[config.mk]
export PLATFORM = sky130hd
export DESIGN_NAME = alu_share_arbiter
export DESIGN_NICKNAME = d
export VERILOG_FILES = /design/src/rtl/alu_share_arbiter_pkg.sv /design/src/rtl/alu.sv /design/src/rtl/alu_share_arbiter_rr_arbiter.sv /design/src/rtl/alu_share_arbiter.sv
export SDC_FILE = /design/constraint.sdc
export NUM_CORES = 2
export LEC_CHECK = 0
export ABC_AREA = 1
export CAP_MARGIN = 20
export CELL_PAD_IN_SITES_DETAIL_PLACEMENT = 1
export CELL_PAD_IN_SITES_GLOBAL_PLACEMENT = 2
export CORE_MARGIN = 1.5
export CORE_UTILIZATION = 36
export CTS_CLUSTER_DIAMETER = 60
export DETAILED_ROUTE_END_ITERATION = 7
export HOLD_SLACK_MARGIN = 0.12
export MAX_ROUTING_LAYER = met4
export PLACE_DENSITY_LB_ADDON = 0.08
export SLEW_MARGIN = 25
export SYNTH_ARGS = -nofsm -noshare
export SYNTH_HDL_FRONTEND = slang
export SYNTH_HIERARCHICAL = 1
export SYNTH_SLANG_ARGS = --single-unit
[constraint.sdc]
create_clock -name clock -period 9.4 [get_ports clock]
set_input_delay 2.82 -clock clock [delete_from_list [all_inputs] [get_ports clock]]
set_output_delay 2.82 -clock clock [all_outputs]
set_load 0.01 [all_outputs]
[src/rtl/alu_share_arbiter_pkg.sv]
// Shared definitions for the ALU share arbiter: op codes, FSM states, request payload.
package alu_share_arbiter_pkg;

    localparam int unsigned ALU_DATA_W = 32;
    localparam int unsigned OP_W       = 3;

    typedef enum logic [OP_W-1:0] {
        OP_AND     = 3'b000,
        OP_OR      = 3'b001,
        OP_ADD     = 3'b010,
        OP_ILLEGAL = 3'b011,
        OP_NOR     = 3'b100,
        OP_XOR     = 3'b101,
        OP_SUB     = 3'b110,
        OP_MUL     = 3'b111
    } alu_op_e;

    typedef enum logic [1:0] {
        ST_IDLE = 2'd0,
        ST_EXEC = 2'd1,
        ST_RESP = 2'd2
    } arb_state_e;

    typedef struct packed {
        logic [ALU_DATA_W-1:0] a;
        logic [ALU_DATA_W-1:0] b;
        alu_op_e               op;
        logic                  unsig;
    } alu_req_t;

endpackage

[src/rtl/alu.sv]
// Combinational ALU: logic ops, add/sub/mul with signed or unsigned overflow detection.
module alu
    import alu_share_arbiter_pkg::*;
#(
    parameter int unsigned DATA_W = ALU_DATA_W
)(
    input  logic [DATA_W-1:0] a,
    input  logic [DATA_W-1:0] b,
    input  logic [OP_W-1:0]   op,
    input  logic              unsig,
    output logic [DATA_W-1:0] aluout,
    output logic              overflow
);

    localparam int unsigned MSB  = DATA_W - 1;
    localparam int unsigned PW   = 2 * DATA_W;

    logic [DATA_W:0] sum;
    logic [DATA_W:0] diff;
    logic [PW-1:0]   ext_a;
    logic [PW-1:0]   ext_b;
    logic [PW-1:0]   prod;

    assign sum   = {1'b0, a} + {1'b0, b};
    assign diff  = {1'b0, a} - {1'b0, b};
    // Sign- or zero-extend so the low 2*DATA_W bits hold the exact product.
    assign ext_a = {{DATA_W{a[MSB] & ~unsig}}, a};
    assign ext_b = {{DATA_W{b[MSB] & ~unsig}}, b};
    assign prod  = ext_a * ext_b;

    always_comb begin
        aluout   = '0;
        overflow = 1'b0;
        case (op)
            OP_AND: aluout = a & b;
            OP_OR:  aluout = a | b;
            OP_NOR: aluout = ~(a | b);
            OP_XOR: aluout = a ^ b;
            OP_ADD: begin
                aluout   = sum[MSB:0];
                overflow = unsig ? sum[DATA_W]
                                 : ((a[MSB] == b[MSB]) && (sum[MSB] != a[MSB]));
            end
            OP_SUB: begin
                aluout   = diff[MSB:0];
                overflow = unsig ? diff[DATA_W]
                                 : ((a[MSB] != b[MSB]) && (diff[MSB] != a[MSB]));
            end
            OP_MUL: begin
                aluout   = prod[MSB:0];
                overflow = unsig ? (|prod[PW-1:DATA_W])
                                 : (prod[PW-1:DATA_W] != {DATA_W{prod[MSB]}});
            end
            default: aluout = sum[MSB:0];
        endcase
    end

endmodule

[src/rtl/alu_share_arbiter_rr_arbiter.sv]
// Round-robin picker: first valid requester at or after rr_ptr, wrapping.
module rr_arbiter #(
    parameter int unsigned NREQ  = 2,
    parameter int unsigned PTR_W = 1
)(
    input  logic [NREQ-1:0]  req_valid,
    input  logic [PTR_W-1:0] rr_ptr,
    output logic             grant_vld_c,
    output logic [PTR_W-1:0] grant_idx_c
);

    logic [PTR_W-1:0] idx;

    // Scan from farthest to nearest so the requester closest to rr_ptr wins.
    always_comb begin
        grant_vld_c = 1'b0;
        grant_idx_c = '0;
        idx         = '0;
        for (int k = int'(NREQ) - 1; k >= 0; k--) begin
            idx = PTR_W'((int'(rr_ptr) + k) % int'(NREQ));
            if (req_valid[idx]) begin
                grant_vld_c = 1'b1;
                grant_idx_c = idx;
            end
        end
    end

endmodule

[src/rtl/alu_share_arbiter.sv]
// Shares one ALU between NREQ requesters with round-robin arbitration and per-owner responses.
// Define ALU_ARB_MUL_MULTICYCLE_EN to give MUL 1+MUL_CYCLES EXEC cycles.
module alu_share_arbiter
    import alu_share_arbiter_pkg::*;
#(
    parameter int unsigned NREQ       = 2,
    parameter int unsigned MUL_CYCLES = 2
)(
    input  logic                       clock,
    input  logic                       reset,
    input  logic [NREQ-1:0]            req_valid,
    output logic [NREQ-1:0]            req_ready,
    input  logic [NREQ*ALU_DATA_W-1:0] req_a,
    input  logic [NREQ*ALU_DATA_W-1:0] req_b,
    input  logic [NREQ*OP_W-1:0]       req_op,
    input  logic [NREQ-1:0]            req_unsig,
    output logic [NREQ-1:0]            rsp_valid,
    input  logic [NREQ-1:0]            rsp_ready,
    output logic [ALU_DATA_W-1:0]      rsp_data,
    output logic                       rsp_overflow,
    output logic                       rsp_illegal,
    output logic                       busy
);

    localparam int unsigned DATA_W = ALU_DATA_W;
    localparam int unsigned PTR_W  = (NREQ > 1) ? $clog2(NREQ) : 1;

    arb_state_e        state_q;
    logic [PTR_W-1:0]  rr_ptr_q;
    logic [PTR_W-1:0]  owner_q;
    alu_req_t          opnd_q;
    alu_req_t          sel_req;
    logic              grant_vld;
    logic [PTR_W-1:0]  grant_idx;
    logic              accept;
    logic              exec_done;
    logic              ill_op;
    logic [DATA_W-1:0] alu_y;
    logic              alu_ovf;

    logic [DATA_W-1:0] a_arr  [NREQ];
    logic [DATA_W-1:0] b_arr  [NREQ];
    logic [OP_W-1:0]   op_arr [NREQ];

    for (genvar i = 0; i < NREQ; i++) begin : g_unpack
        assign a_arr[i]  = req_a[i*DATA_W +: DATA_W];
        assign b_arr[i]  = req_b[i*DATA_W +: DATA_W];
        assign op_arr[i] = req_op[i*OP_W +: OP_W];
    end

    rr_arbiter #(
        .NREQ  (NREQ),
        .PTR_W (PTR_W)
    ) u_rr (
        .req_valid   (req_valid),
        .rr_ptr      (rr_ptr_q),
        .grant_vld_c (grant_vld),
        .grant_idx_c (grant_idx)
    );

    always_comb begin
        sel_req       = '0;
        sel_req.a     = a_arr[grant_idx];
        sel_req.b     = b_arr[grant_idx];
        sel_req.op    = alu_op_e'(op_arr[grant_idx]);
        sel_req.unsig = req_unsig[grant_idx];
    end

    assign accept    = (state_q == ST_IDLE) && grant_vld && !reset;
    assign req_ready = accept ? (NREQ'(1) << grant_idx) : '0;
    assign ill_op    = (opnd_q.op == OP_ILLEGAL);

    // The ALU only ever sees the registered operands.
    alu #(
        .DATA_W (DATA_W)
    ) u_alu (
        .a        (opnd_q.a),
        .b        (opnd_q.b),
        .op       (opnd_q.op),
        .unsig    (opnd_q.unsig),
        .aluout   (alu_y),
        .overflow (alu_ovf)
    );

`ifdef ALU_ARB_MUL_MULTICYCLE_EN
    localparam int unsigned CNT_W = (MUL_CYCLES < 1) ? 1 : $clog2(MUL_CYCLES + 1);

    logic [CNT_W-1:0] exec_cnt_q;

    // Remaining extra EXEC cycles; loaded on acceptance, non-zero only for MUL.
    always_ff @(posedge clock) begin
        if (reset) begin
            exec_cnt_q <= '0;
        end else if (accept) begin
            exec_cnt_q <= (sel_req.op == OP_MUL) ? CNT_W'(MUL_CYCLES) : '0;
        end else if ((state_q == ST_EXEC) && (exec_cnt_q != '0)) begin
            exec_cnt_q <= exec_cnt_q - CNT_W'(1);
        end
    end

    assign exec_done = (exec_cnt_q == '0);
`else
    // Every op completes in a single EXEC cycle in this build.
    assign exec_done = 1'b1 || (MUL_CYCLES != 0);
`endif

    always_ff @(posedge clock) begin
        if (reset) begin
            state_q      <= ST_IDLE;
            rr_ptr_q     <= '0;
            owner_q      <= '0;
            opnd_q       <= '0;
            rsp_valid    <= '0;
            rsp_data     <= '0;
            rsp_overflow <= 1'b0;
            rsp_illegal  <= 1'b0;
            busy         <= 1'b0;
        end else begin
            case (state_q)
                ST_IDLE: begin
                    if (accept) begin
                        opnd_q  <= sel_req;
                        owner_q <= grant_idx;
                        busy    <= 1'b1;
                        state_q <= ST_EXEC;
                    end
                end
                ST_EXEC: begin
                    if (exec_done) begin
                        // Illegal op leaves the ALU output meaningless, so it is zeroed.
                        rsp_data     <= ill_op ? '0 : alu_y;
                        rsp_overflow <= !ill_op && alu_ovf;
                        rsp_illegal  <= ill_op;
                        rsp_valid    <= NREQ'(1) << owner_q;
                        state_q      <= ST_RESP;
                    end
                end
                ST_RESP: begin
                    if (rsp_ready[owner_q]) begin
                        rsp_valid <= '0;
                        rr_ptr_q  <= (owner_q == PTR_W'(NREQ - 1)) ? '0 : owner_q + PTR_W'(1);
                        busy      <= 1'b0;
                        state_q   <= ST_IDLE;
                    end
                end
                default: begin
                    rsp_valid <= '0;
                    busy      <= 1'b0;
                    state_q   <= ST_IDLE;
                end
            endcase
        end
    end

endmodule

======== Yosys cells after proc, flatten, opt, wreduce, memory -nomap -nowiden ========
Index checks and enable logic that the tools add are counted.
word-level totals
  register bits ........................... 109
  latch bits .............................. 0
  memory bits (writable) .................. 0
  bits in read-only memories .............. 0
  output and inout port bits .............. 39
  logic and storage cells ................. 101
  memories ................................ 0
operators by class
  add/subtract/negate cells ............... 4
  multiply operators ...................... 1
  divide/modulo/power cells ............... 0
  $lt $le $gt $ge ......................... 5
  eq/ne operators ......................... 16
  shifts and indexed selects .............. 2
  multiplexer cells ....................... 36
  bitwise operators ....................... 10
  reductions and logical operators ........ 15
operators with widths
  cell                                                                  count
  32-bit two-way mux                                                    7
  32-bit one-hot mux with 6 select lines                                1
  33-bit by 33-bit multiplier with 64-bit output                        1
  32-bit by 32-bit adder with 33-bit output                             1
  32-bit by 32-bit subtractor with 33-bit output                        1
  32-bit bitwise AND                                                    1
  32-bit inequality test                                                1
  32-bit NOT                                                            1
  32-bit bitwise OR                                                     1
  32-bit OR reduction                                                   1
  32-bit XOR                                                            1
  1-bit two-way mux                                                     18
  3-bit == test, second input constant                                  4
  2-bit one-hot mux with 3 select lines                                 2
  3-bit two-way mux                                                     3
  1-bit by 2-bit < comparator with 1-bit output, second input constant  4
  2-bit AND reduction                                                   4
  3-bit by 2-bit == test with 1-bit output, second input constant       2
  2-bit two-way mux                                                     3
  1-bit one-hot mux with 3 select lines                                 2
  1-bit logical AND                                                     5
  2-bit inequality test, second input constant                          2
  1-bit by 1-bit left shift with 2-bit output, first input constant     2
  3-bit by 1-bit == test with 1-bit output, second input constant       1
  other kinds (13)                                                      20

======== Longest topological paths before layout ========
  depth after elaboration ................. 9
  gate-level depth with buffers ........... 44

======== By module ========
The synthesis kept the hierarchy.
modules (own cells, without submodules)
  module             times used  cells an instance  area each (um2)  sequential area each (um2)
  alu                1           6,448              46,843.7         0.0
  alu_share_arbiter  1           703                4,684.5          2,182.1
  rr_arbiter         1           4                  18.8             0.0

======== Worst setup path before layout ========
OpenSTA, ideal clock, no wires.
  path type ............................... register -> register
  start ................................... register opnd_q[67] (netlist bit)
  end ..................................... register rsp_overflow
  library setup time ...................... 0.132 ns
  data arrival time ....................... 7.705 ns
  slack ................................... 1.562 ns
  cell stages (with the launch flop) ...... 39
  buffers on the path ..................... 2
  cell sequence ........................... dfxtp_1 > buf_2 > clkbuf_1 > nand2_1 > nor2_1 > inv_1 > fa_1 > fa_1 > fa_1 > inv_1 > fa_1 > inv_1 > fa_1 > fa_1 > fa_1 > fa_1 > inv_1 > ha_1 > [3 not listed] > nor2_1 > nand2_1 > nor4_1 > nand2_1 > nand2_1 > nand2_1 > nand3_1 > nand2_1 > inv_1 > nand2_1 > nor2_1 > nand2_1 > nor2_1 > nand3_1 > nand3_1 > nand2_1 > nand2_1 > a21oi_1
on the way
  cells in the longest elaborated chain, start to end .. 6
  elaborated cells between the ends (all ways) .. 17
  those cells by class .................... add/sub (2); mul (1); eq/ne (5); mux (4); bitwise (1); reduce/logical (4)
ends and longest elaborated chain
  item                                                                          RTL line                         text
  start: declaration                                                            alu_share_arbiter.sv:31          alu_req_t opnd_q;
  start signal: assignment                                                      alu_share_arbiter.sv:122         opnd_q <= sel_req;
  1-bit bitwise AND, or another cell as far along                               alu.sv:27                        assign ext_a = {{DATA_W{a[MSB] & ~unsig}}, a};
  33-bit by 33-bit multiplier with 64-bit output, or another cell as far along  alu.sv:29                        assign prod = ext_a * ext_b;
  32-bit inequality test, or another cell as far along                          alu.sv:52                        : (prod[PW-1:DATA_W] != {DATA_W{prod[MSB]}});
  1-bit two-way mux, on equally long branches                                   alu.sv:51, alu.sv:41, alu.sv:46
  1-bit one-hot mux with 3 select lines (*)                                     alu.sv:34                        case (op)
  named net alu_ovf                                                             alu_share_arbiter.sv:39          logic alu_ovf;
  1-bit logical AND (*)                                                         alu_share_arbiter.sv:132         rsp_overflow <= !ill_op && alu_ovf;
  end signal: assignment                                                        alu_share_arbiter.sv:132
  end: declaration                                                              alu_share_arbiter.sv:20          output logic rsp_overflow,
The timed path passes the listed nets; every way through them passes the cells marked *.
A chain may end at the register's enable or synchronous reset.

======== Worst setup path after layout ========
  start ................................... register opnd_q[32] (netlist bit)
  end ..................................... register rsp_overflow
on the way
  cells in the longest elaborated chain, start to end .. 6
  elaborated cells between the ends (all ways) .. 14
  those cells by class .................... add/sub (2); mul (1); eq/ne (3); mux (4); reduce/logical (4)
ends and longest elaborated chain
  item                                                                                                    RTL line
  parallel branches: the longest is 4 deep, another holds 33-bit by 33-bit multiplier with 64-bit output  -
  1-bit one-hot mux with 3 select lines (*)                                                               alu.sv:34
  named net alu_ovf                                                                                       alu_share_arbiter.sv:39
  1-bit logical AND (*)                                                                                   alu_share_arbiter.sv:132
Mark *: on every way through the listed nets, which the timed path passes.

==> results_dict.tcl <==
set metrics [dict create \
    status "finished, final reports clean" \
    rrSetupSlack_ps 340 \
    synth_enable_flop_cells 0 \
    grt_pass1_wl_um 343000 \
    rows 138 \
    synth.avg_cell_area_um2 7.20 \
    synth_compound_area_share_pct 5.62 \
    synth_area_um2 51500 \
    io_buffer_count 180 \
    period_share_pct 96.4 \
    hold_ws_ps 470 \
    drive_gt1_share_pct 4.93 \
    synth.mux.area_fraction_pct 0 \
    place_hpwl_um 200000 \
    yosys_warnings 6 \
    hold_class "flip-flop to flip-flop" \
    initial_core_util_pct 36.4 \
    antenna_found_initial 5 \
    ys_seq_area_share_pct 4.23 \
    synth_fp_nets 8732 \
    leakage_nw 28.9 \
    drt-pass1-iter-count 5 \
    power.total_mw 4.07 \
    core_um2 142000 \
    fillCellCount 17800 \
    ys_ff_latch 109 \
    holdBufCountCts 0 \
    r2r-start "opnd_q[32]$_SDFFE_PP0P_" \
    nets 8890 \
    hold_path.startpoint "rsp_data[18]$_SDFFE_PP0N_" \
    synth_area_leader_cell "fa_1" \
    synthSimpleGateAreaFrac_pct 20.9 \
    gp_congestion 1.00 \
    synth_area_leaders "fa_1 (44%), nand2_1 (16%), inv_1 (15%), ha_1 (7.5%), dfxtp_1 (4.2%)" \
    grt_max_degree 69 \
    required_ps 9710 \
    ios 181 \
    setup_slack_ps 335 \
    ff_latch_area_um2 2210 \
    synthXorXnorAreaFrac_pct 0.697 \
    slew_headroom_pct 28.5 \
    cp-start-kind "flip-flop" \
    htreeDepth 3 \
    die_area_um2 145000 \
    drt-initial-drc-count 2644 \
    fmax_ghz 0.110 \
    path_clk_slew_ps 90 \
    finalWirelength_um 232000 \
    end_kind "flip-flop" \
    via_per_inst 4.97 \
    synth_top_family_by_area "adder cells" \
    grt_pass1_vias 50200 \
    die_w_um 381 \
    layout_min_cycle_time_ps 9060 \
    cts_tree "built" \
    fin_util_pct 40.4 \
    multiInputGateArea_um2 40500 \
    hold_viol_final 0 \
    worstSetupPathType "flip-flop to flip-flop" \
    insertion_delay_ps 460 \
    crit_fanout 14 \
    timing_worst_slew_pin_value_ps 1070 \
    clock_path_buffers 2 \
    p_per_area_nw_per_um2 71.1 \
    track_usage_pct 33.3 \
    cp_slowest_cell "dfxtp_1" \
    crit_top_cell "fa_1" \
    arrival_ps 9370 \
    async_flop_share_pct 0 \
    wire_per_inst_um 25.2 \
    area_delta_synth_final_pct 11.0 \
    final_antenna_net_count 0 \
    drc 0 \
    ys_types 58 \
    timing.critical_path.from "opnd_q[32]$_SDFFE_PP0P_" \
    slew_violations 0 \
    num_vias 45800 \
    peakVddDrop_v 0.0000745 \
    yosysMostFrequentCell "nand2_1" \
    critPathMaxStageDelay_ps 1030 \
    cts_buffers 9 \
    grt_overflow_total 0 \
    syn_inst 7155 \
    synth_ff_type "dfxtp_1" \
    synthAdderAreaFrac_pct 51.2 \
    setup_tns_ps 0 \
    drv_cap 0 \
    clkSinkCount 109 \
    synth_common_cells "nand2_1 (2186), inv_1 (2025), fa_1 (1127), ha_1 (308), a21oi_1 (283)" \
    dp_slack_ps 157 \
    die_h_um 381 \
    finalClockSkew_ps 16.8 \
    cts-root-buf "clkbuf_16" \
    grt_setup_unrepaired "no" \
    setup_viol 0 \
    synthDominantCellAreaShare_pct 43.8 \
]
## flip-flops by register name, indices dropped and copies added, names as in the netlist
signal        flops
opnd_q           68
rsp_data         32
rsp_valid         2
state_q           2
busy              1
owner_q           1
rr_ptr_q          1
rsp_illegal       1
rsp_overflow      1
## through the flow
| step | std cells | cell area [um^2] |
|---|---|---|
| 2_1_floorplan | 7155 | 51500 |
| 3_3_place_gp | 9191 | 56900 |
| 3_5_place_dp | 9191 | 56900 |
| 4_1_cts | 9207 | 57200 |
| 5_1_grt | 9209 | 57200 |
| 6_report | 9212 | 57200 |
## routing by layer
layer / vias to the layer above / track usage [%] / share of wire [%]
met1: 23700 / 43.6 / 45
met2: 1117 / 54.7 / 47
li1: 20700 / - / -
met3: 206 / 2.77 / 4.1
met4: 0 / 10.4 / 3.7
met5: - / - / 0
## where the power goes
part,switching [mW],leakage [nW],internal [mW]
Sequential,0.0875,0.897,0.490
Clock,0.263,0.155,0.214
Combinational,2.01,27.9,1.01
## cell type report
class	count	area share (%)
clock buffer	9	0.394
antenna	4	0.0175
inverter	2039	13.4
clock inverter	7	0.162
timing repair buffer	444	7.29
tap	1890	4.13
sequential	109	3.86
multi-input combinational	4710	70.8
## critical path, delay by kind of cell, from the launching register on
kind / cells / cell delay, ps
flops: 1 / 1030
fa+ha+maj: 9 / 4860
compound gates: 1 / 70
simple gates: 15 / 2350
buf+inv: 4 / 590
## worst paths after layout
check	cells after the start	to
worst max-delay path	29	rsp_overflow$_SDFFE_PP0N_
worst min-delay path	2	rsp_data[18]$_SDFFE_PP0N_
worst min register to register	2	rsp_data[18]$_SDFFE_PP0N_
worst max register to register	29	rsp_overflow$_SDFFE_PP0N_
## cells in the final DEF (no fill, tap or decap), drive strengths merged, types with 25 or more instances in the layout
cell / instances
nor2: 240
fa: 1127
a21oi: 285
nand2: 2199
clkdlybuf4s50: 179
nor3: 25
buf: 265
xor2: 26
nand4: 43
nand3: 180
inv: 2037
o21ai: 120
dfxtp: 109
ha: 308
## cells by family after synthesis
group | count (synthesis)
buffers and inverters | 2336
adder cells (fa/ha/maj) | 1435
AO/OA/AOI/OAI | 513
XOR/XNOR | 41
flip-flops | 109
AND/OR/NAND/NOR | 2721
## what timing repair did
item | 4_1_cts | 5_1_grt
endpoints found under the setup margin | 0 | 1
buffers inserted | 0 | 1
gates resized for setup | 0 | 10
(Power assumes the default switching activity.)
